$ cat src/rtl/prio_enc_pkg.sv
// Shared sizing constants and types for the 8-to-3 priority encoder.
package prio_enc_pkg;

    localparam int PRIO_ENC_WIDTH = 8;
    localparam int PRIO_ENC_OUT_W = 3;

    typedef logic [PRIO_ENC_WIDTH-1:0] req_vec_t;
    typedef logic [PRIO_ENC_OUT_W-1:0] idx_t;

endpackage

$ cat src/rtl/prio_enc_core.sv
// Combinational priority scan: request vector in, winning index and any-request flag out.
module prio_enc_core
    import prio_enc_pkg::*;
#(
    parameter int WIDTH     = PRIO_ENC_WIDTH,
    parameter bit LSB_FIRST = 1'b0,
    localparam int OUT_W    = $clog2(WIDTH)
) (
    input  logic [WIDTH-1:0] in,
    output logic [OUT_W-1:0] idx,
    output logic             vld
);

    // The last hit in scan order wins, so the scan runs toward the winning end.
    // An empty vector leaves idx at its zero default.
    always_comb begin
        idx = '0;
        if (LSB_FIRST) begin
            for (int i = WIDTH - 1; i >= 0; i--) begin
                if (in[i]) begin
                    idx = OUT_W'(i);
                end
            end
        end else begin
            for (int i = 0; i < WIDTH; i++) begin
                if (in[i]) begin
                    idx = OUT_W'(i);
                end
            end
        end
    end

    assign vld = |in;

endmodule

$ cat src/rtl/priority_encoder_8to3.sv
// Registered priority encoder: one-cycle latency, a new request vector every cycle.
// Optional registered one-hot output when PRIO_ONEHOT_OUT_EN is defined.
module priority_encoder_8to3
    import prio_enc_pkg::*;
#(
    parameter int WIDTH     = PRIO_ENC_WIDTH,
    parameter bit LSB_FIRST = 1'b0,
    localparam int OUT_W    = $clog2(WIDTH)
) (
    input  logic             clk,
    input  logic             rst_n,
    input  logic [WIDTH-1:0] in,
    output logic [OUT_W-1:0] out,
    output logic             valid
`ifdef PRIO_ONEHOT_OUT_EN
    ,
    output logic [WIDTH-1:0] onehot
`endif
);

    // valid qualifies out in the same cycle; there is no backpressure, and out
    // reads 0 whenever valid is 0.
    logic [OUT_W-1:0] idx;
    logic             vld;

    prio_enc_core #(
        .WIDTH     (WIDTH),
        .LSB_FIRST (LSB_FIRST)
    ) u_core (
        .in  (in),
        .idx (idx),
        .vld (vld)
    );

    always_ff @(posedge clk) begin
        if (!rst_n) begin
            out   <= '0;
            valid <= 1'b0;
        end else begin
            out   <= idx;
            valid <= vld;
        end
    end

`ifdef PRIO_ONEHOT_OUT_EN
    logic [WIDTH-1:0] onehot_d;

    assign onehot_d = vld ? (WIDTH'(1) << idx) : '0;

    always_ff @(posedge clk) begin
        if (!rst_n) begin
            onehot <= '0;
        end else begin
            onehot <= onehot_d;
        end
    end
`endif

endmodule

$ cat config.mk
export PLATFORM = sky130hd
export DESIGN_NAME = priority_encoder_8to3
export DESIGN_NICKNAME = d
export VERILOG_FILES = /design/src/rtl/prio_enc_pkg.sv /design/src/rtl/prio_enc_core.sv /design/src/rtl/priority_encoder_8to3.sv
export SDC_FILE = /design/constraint.sdc
export NUM_CORES = 1
export LEC_CHECK = 0
export ABC_AREA = 1
export BUFFER_PORTS_ARGS = -buffer_cell sky130_fd_sc_hd__buf_4
export CORE_AREA = 2 2 39 41
export DETAILED_ROUTE_END_ITERATION = 12
export DIE_AREA = 0 0 41 43
export SLEW_MARGIN = 20
export SYNTH_ARGS = -nofsm -noshare
export SYNTH_HDL_FRONTEND = slang
export SYNTH_SLANG_ARGS = --single-unit
$ cat constraint.sdc
create_clock -name clk -period 1.57 [get_ports clk]
set_input_delay 0.2355 -clock clk [delete_from_list [all_inputs] [get_ports clk]]
set_output_delay 0.2355 -clock clk [all_outputs]
set_load 0.05 [all_outputs]
# Word-level counts from Yosys, hierarchy flattened
# Index checks and enable logic that the tools add are counted.
[word_totals]
register_bits = 4
latch_bits = 0
ramBits = 0
romBits = 0
input_bits = 10
out_inout_bits = 4
wordCells = 10
memories = 0
[op_classes]
n_addsub = 0
multipliers = 0
div = 0
n_lt_le_gt_ge = 0
n_eq_ne = 0
n_shift = 0
mux = 7
bitwise_logic = 0
reduce_logical = 1
[op_table]
columns = ["cell", "n"]
rows = [
  ["two-way mux 3 bit", 4],
  ["OR reduction 8 bit", 1],
  ["two-way mux 2 bit", 2],
  ["two-way mux 1 bit", 1],
]

# Longest topological paths before layout
# Gate-level depths: netlist (run 1).
[logic_depth]
ltp_word = 7
ltp_mapped = 7
mapped_depth_nobuf = 7

# By module
# Synthesis (run 1) repeated with hierarchy kept, for this count alone.
[hier_totals]
cells_unflattened = 32
hier_area_um2 = 187.7
[modules_own_cells]
columns = ["module", "n_inst", "cells_each", "area_each_um2", "seq_area_each_um2"]
rows = [
  ["priority_encoder_8to3", 1, 12, 110.1, 80.1],
  ["prio_enc_core", 1, 20, 77.6, 0.0],
]

# Worst setup path before layout (run 1)
# Ideal clock, no wire load.
[synth_path]
path_type = "register to output"
start = "reg out[0]"
end = "out out[0]"
arrival_time_ps = 587
slack_ps = 747
stages_incl_launch_ff = 1
n_path_buf = 0
cell_sequence = "dfxtp_1"
[synth_lines]
columns = ["element", "line", "source"]
rows = [
  ["from (decl)", "priority_encoder_8to3.sv:13", "output logic [OUT_W-1:0] out,"],
  ["from (signal assigned)", "priority_encoder_8to3.sv:40", "out <= idx;"],
]
# No word-level cell between the ends.

# Worst setup path after layout (run 1)
[layout_path]
start = "reg valid"
end = "out valid"
[layout_lines]
columns = ["element", "line", "source"]
rows = [
  ["from (decl)", "priority_encoder_8to3.sv:14", "output logic valid"],
  ["from (signal assigned)", "priority_encoder_8to3.sv:41", "valid <= vld;"],
]
# No word-level cell between the ends.

==> results of run 1 <==
-- cell type report --
class | count | area [µm²]
flip-flops and latches | 4 | 80.1
repair buffers | 13 | 97.6
inverters | 7 | 26.3
multi-input cells | 13 | 68.8
fillers | 160 | 1070
well taps | 16 | 20.0
clock buffers | 3 | 22.5
-- through the flow --
stage               hold WS (ps)   util  power [µW]  worst slack, ps
floorplan                    387      -         154              747
global placement             487  0.212         185              723
detailed placement           487  0.212         185              714
CTS                          245  0.228         315              603
global route                 265  0.228         326              582
finish                       256  0.228         306              616
-- per-layer routing --
layer / global-route usage / vias up / wire, µm
met3: 0 / 0 / 28
met2: 0.0688 / 8 / 197
met4: 0.120 / 0 / 0
li1: - / 104 / -
met1: 0.0641 / 70 / 157
met5: 0 / - / 0
-- cells in the final DEF (no fill, tap or decap), drive strengths merged --
cell	n
dfxtp	4
o21bai	1
clkbuf	3
inv	7
nor2	1
nand2	6
a31oi	1
nor3	1
a21oi	3
buf	13
-- registers in the layout, summed over array words and instances, names as in the netlist --
signal / count
out: 3
valid: 1
-- power by group through the flow --
stage / Clock, µW / Combinational, µW / Sequential [µW]
after floorplan: 0 / 16.6 / 137
after global routing: 135 / 79.6 / 111
final: 122 / 72.5 / 111
after CTS: 131 / 73.1 / 111
after detailed placement: 0 / 72.9 / 113
after global placement: 0 / 72.6 / 113
-- how the worst max path moves through the flow --
stage	startpoint	to	cells after the start
floorplan	out[0]	out[0]	0
global placement	in[4]	valid	4
detailed placement	in[4]	valid	4
CTS	out[0]	out[0]	1
global route	out[0]	out[0]	1
finish	valid	valid	1
-- cell families (layout without fill, tap and decap cells) --
kind of cell	count (synthesis)	count (layout)	synth area share
and+or+nand+nor	8	8	0.193
buffers and inverters	7	23	0.150
DFF	4	4	0.457
AOI/OAI and AO/OA	5	5	0.200
==> results.ini, run 1 <==
[outcome]
status=finished, final reports clean

[yosys]
synth_most_common_cell=inv_1
yosys_register_bits=4
synth_edf_count=0
synth_area_per_cell_um2=7.30
synth_common_cells=inv_1 (7), nand2_1 (6), dfxtp_1 (4)
async_reset_ff_frac=0
synth_area_leader_cell=dfxtp_1
synth_cells=24
synth.distinct_cells=8
synth_top_area_share=0.457
ys.flop_type=dfxtp_1
synth_nets=34
yosys_warnings=0
syn_area_um2=175
synth_area_leaders=dfxtp_1 (46%), inv_1 (15%), nand2_1 (13%)
yosysSeqAreaShare=0.457

[routing]
vias=182
viasPerCell=3.25
drtPass1Iterations=2
drc=0
drt-wirelength-per-cell_um=6.84
wl_um=383
drt.antenna.violating_nets=0
drt_iter0_markers=1

[worst_hold_path]
hold_path_end=valid
hold_class=in -> reg
hold_path_depth=3
worstHoldStart=in[0]

[timing]
post-route-min-period_ps=954
worst_slew_pin_slew_ps=168
slew_viol_final=0
rsz0062_at_grt=false
period_share=0.607
fmax_mhz=1050
hold_violations=0
relSlewSlack=0.887
fin_setup_tns_ps=0
finalSetupViolations=0

[clocking]
ctsHoldBuffers=0
clk_transition_reported_paths_ps=30
cts_setup_buffers=0
cts_tree=built
htreeDepth=1
cts_buffer_depth=2
cts.sinks=4
cts-resized-gates=0
cts_made_buffers=3
cts_root_buf=clkbuf_4

[place]
hpwl_um=320
post_dp_cell_area_um2=293
gp_congestion=0.739
dp.cells=53
place.port_buffers=13

[die]
coreArea_um2=1380
die_h_um=43
io_pins=14
row_count=14
die_w_um=41
die_area_um2=1760
start_util=0.127

[global_routing]
grt_max_degree=5
grt_pass1_vias=186
grt_overflow=0
grt_pass1_wl_um=627
grtUsageTotal=0.0602
antenna_found_initial=0

[critical_path]
critPathKind=reg -> out
critPathMaxStageDelay_ps=300
cpMaxStageDelayCell=dfxtp_1
cp.buffers_inverters=1
crit_chain=buf_4
cp_top_family=flip-flops
cp.required_ps=1330
arrival_ps=720
startpoint_type=flop
crit_path_end_kind=output port
crit_path_max_fanout=1

[power]
sw_frac_of_total=0.265
p_int_uw=225
power_density_nw_per_um2=969
ir_worst_vdd_uv=211
p_clk_frac=0.400
p_seq_frac=0.363
p_leak_uw=0.000176
switching_power_uw=81.0
pwr-share-comb=0.237

[layout]
nets=52
fin_cells=56
area_growth_pct=80.0
final_area_um2=315
diodes=0
drive_above_1_share=0.450

[job]
drv_cap=0

Note: power is estimated with default switching activity, not from simulation.
==> inputs of run 2 (changes only) <==
- clock period: 1.57 -> 0.9 ns (I/O delays scaled with it)
==> results.ini, run 2 (same netlist as run 1, synthesis figures left out) <==
[critical_path]
cpMaxStageDelayCell=dfxtp_1
arrival_ps=710
crit_path_max_fanout=1
crit_path_end_kind=output port
startpoint_type=flop
critPathKind=reg -> out
crit_start=valid
cp.buffers_inverters=1
cp.required_ps=760
crit_chain=buf_4
cp_top_family=flip-flops
critPathMaxStageDelay_ps=300

[timing]
fin_setup_tns_ps=0
worst_slew_pin_slew_ps=166
slew_viol_final=0
finalSetupViolations=0
period_share=0.944
rsz0062_at_grt=false
post-route-min-period_ps=850
worst_slack_ps=50.2
hold_violations=0
fmax_mhz=1180
relSlewSlack=0.888

[power]
p_leak_uw=0.000176
ir_worst_vdd_uv=290
total_power_uw=535
power_density_nw_per_um2=1700

[outcome]
status=finished, final reports clean

[die]
io_pins=14
die_w_um=41
coreArea_um2=1380
die_area_um2=1760
row_count=14
die_h_um=43
start_util=0.127

[place]
hpwl_um=323
place.port_buffers=13
dp_slack_ps=153
gp_congestion=0.744
dp.cells=53

[global_routing]
antenna_found_initial=0
grtUsageTotal=0.0602
grt_pass1_vias=196
grt_overflow=0
grt_max_degree=5
grt_pass1_wl_um=627

[layout]
final_common_cell=buf_4
diodes=0
largest_register_ffs=3
final_cell_mix=buf_4 (13), inv_1 (7), nand2_1 (6)
top_register=out
fillers=166
fin_cells=56
area_growth_pct=80.0
largest_registers=out x3, valid x1
nets=52
drive_above_1_share=0.450

[clocking]
cts_made_buffers=3
cts-resized-gates=0
clk_transition_reported_paths_ps=30
htreeDepth=1
cts_tree=built
cts_buffer_depth=2
cts_root_buf=clkbuf_4
cts_setup_buffers=0
cts.sinks=4
ctsHoldBuffers=0

[routing]
drtPass1Iterations=2
drt_iter0_markers=1
viasPerCell=3.38
drc=0
wl_um=382
drt.antenna.violating_nets=0
drt-wirelength-per-cell_um=6.82
vias=189

[job]
drv_cap=0

[worst_hold_path]
worstHoldStart=in[0]
hold_class=in -> reg

[run 2: cell counts in the layout (fill, tap and decap cells not counted)]
No cell type changed its count.
[run 2: routing by layer]
layer,vias up,GRT usage,routed length [µm]
met5,-,0,0
met4,0,0.120,0
met3,0,0,40
met2,8,0.0813,200
met1,77,0.0513,142
li1,104,-,-
[run 2: cell type report]
| cell class | instances | area (µm²) | share of cell area |
|---|---|---|---|
| Timing Repair Buffer | 13 | 97.6 | 0.310 |
| Sequential cell | 4 | 80.1 | 0.254 |
| Multi-Input combinational cell | 13 | 68.8 | 0.218 |
| Inverter | 7 | 26.3 | 0.0833 |
| Clock buffer | 3 | 22.5 | 0.0714 |
| Tap cell | 16 | 20.0 | 0.0635 |
[run 2: worst min-delay path, delay by kind of cell]
family | cells | cell delay [ps]
AND/OR/NAND/NOR | 1 | 40
buffers and inverters | 1 | 80
AO/OA/AOI/OAI | 1 | 100
[run 2: worst paths after layout]
check                   end  slack [ps]  cells past startpoint
worst max-delay path  valid          50                      1
worst min-delay path  valid         150                      3
[run 2: report_power, final]
part	internal, µW	switching, µW	total, µW
combinational	52.6	73.8	126
sequential	191	2.79	193
clock	149	66.2	215
total	392	143	535
[run 2: per-stage QoR]
step | area, µm² | util | hold WS [ps]
2_1_floorplan | 175 | - | 287
3_3_place_gp | 293 | 0.212 | 389
3_5_place_dp | 293 | 0.212 | 389
4_1_cts | 315 | 0.228 | 146
5_1_grt | 315 | 0.228 | 167
6_report | 315 | 0.228 | 152
==> inputs of run 3 (changes only) <==
- SYNTH_HIERARCHICAL: default -> 1
==> results.ini, run 3 <==
[clocking]
ctsHoldBuffers=0
cts-resized-gates=0
htreeDepth=1
cts_setup_buffers=0
cts_made_buffers=3
clk_transition_reported_paths_ps=40
cts.sinks=4
cts_tree=built
cts_buffer_depth=2
cts_root_buf=clkbuf_4

[critical_path]
crit_path_max_fanout=1
cpMaxStageDelayCell=dfxtp_1
crit_chain=buf_4
critPathMaxStageDelay_ps=300
cp_top_family=flip-flops
arrival_ps=720
startpoint_type=flop
cp.required_ps=760
critPathKind=reg -> out
cp.buffers_inverters=1
crit_path_end_kind=output port

[yosys]
synth_nets=42
ys.flop_type=dfxtp_1
synth_common_cells=nand2_1 (14), inv_1 (10), dfxtp_1 (4)
yosysSeqAreaShare=0.427
synth_cells=32
synth_area_per_cell_um2=5.87
synth_area_leader_cell=dfxtp_1
yosys_register_bits=4
syn_area_um2=188
synth_most_common_cell=nand2_1
async_reset_ff_frac=0
synth_edf_count=0
synth_area_leaders=dfxtp_1 (43%), nand2_1 (28%), inv_1 (20%)
synth_top_area_share=0.427
yosys_warnings=6
synth.distinct_cells=6

[job]
drv_cap=0

[global_routing]
grt_pass1_vias=199
grt_pass1_wl_um=676
antenna_found_initial=0
grtUsageTotal=0.0582
grt_max_degree=5
grt_overflow=0

[timing]
fin_setup_tns_ps=0
rsz0062_at_grt=false
period_share=0.949
relSlewSlack=0.880
post-route-min-period_ps=854
worst_slew_pin_slew_ps=180
slew_viol_final=0
fmax_mhz=1170
hold_violations=0
finalSetupViolations=0

[die]
die_w_um=41
start_util=0.136
row_count=14
io_pins=14
die_h_um=43
die_area_um2=1760
coreArea_um2=1380

[routing]
vias=203
viasPerCell=3.17
drc=0
wl_um=370
drt.antenna.violating_nets=0
drtPass1Iterations=2
drt_iter0_markers=1
drt-wirelength-per-cell_um=5.78

[place]
gp_congestion=0.683
place.port_buffers=13
dp.cells=61

[layout]
final_cell_mix=nand2_1 (14), buf_4 (13), inv_1 (10)
area_growth_pct=74.7
final_common_cell=nand2_1
largest_registers=out x3, valid x1
top_register=out
fin_cells=64
largest_register_ffs=3
diodes=0
final_core_util=0.237
nets=60
drive_above_1_share=0.333

[power]
total_power_uw=535
p_leak_uw=0.000208
ir_worst_vdd_uv=282
power_density_nw_per_um2=1630

[worst_hold_path]
hold_class=in -> reg

[outcome]
status=finished, final reports clean

## run 3: cell types whose count changed in the layout (fill, tap and decap cells not counted)
cell and change:
inv_1 +3, o21bai_1 -1, nor2_2 -1, nor2_1 +2
a31oi_2 -1, nand2_1 +8, a21oi_1 -3, nand3_1 +1
## run 3: cell type report
| class | instances | area, µm² |
|---|---|---|
| clock buffers | 3 | 22.5 |
| well taps | 16 | 20.0 |
| flip-flops and latches | 4 | 80.1 |
| fillers | 159 | 1060 |
| repair buffers | 13 | 97.6 |
| inverters | 10 | 37.5 |
| multi-input cells | 18 | 70.1 |
## run 3: cells by family after synthesis
| kind of cell | count (synthesis) | share of synthesized area |
|---|---|---|
| simple gates | 18 | 0.373 |
| buf+inv | 10 | 0.200 |
| flops | 4 | 0.427 |
## run 3: report_power, final
group          internal, µW  switching (µW)
clock                   149            71.0
sequential              190            2.65
combinational          51.0            71.6
total                   390             145
## run 3: final timing paths
| path | slack, ps | from | depth (start not counted) | end |
|---|---|---|---|---|
| worst min-delay path | 100 | rst_n | 3 | out[0] |
| worst max-delay path | 50 | out[0] | 1 | out[0] |
## run 3: routing by layer
metal	vias up	GRT usage	routed length (µm)	share of wire
met3	2	0	39	0.11
li1	120	-	-	-
met2	12	0.0719	146	0.39
met5	-	0	0	0
met1	69	0.0740	165	0.45
met4	0	0.0800	19	0.051
## run 3: metrics by stage
| step | hold slack (ps) | cell area, µm² | setup WS, ps |
|---|---|---|---|
| floorplan | 228 | 188 | 178 |
| global placement | 343 | 305 | 124 |
| detailed placement | 344 | 305 | 76.3 |
| CTS | 98.2 | 328 | 33.8 |
| global route | 124 | 328 | 14.8 |
| finish | 104 | 328 | 46.0 |
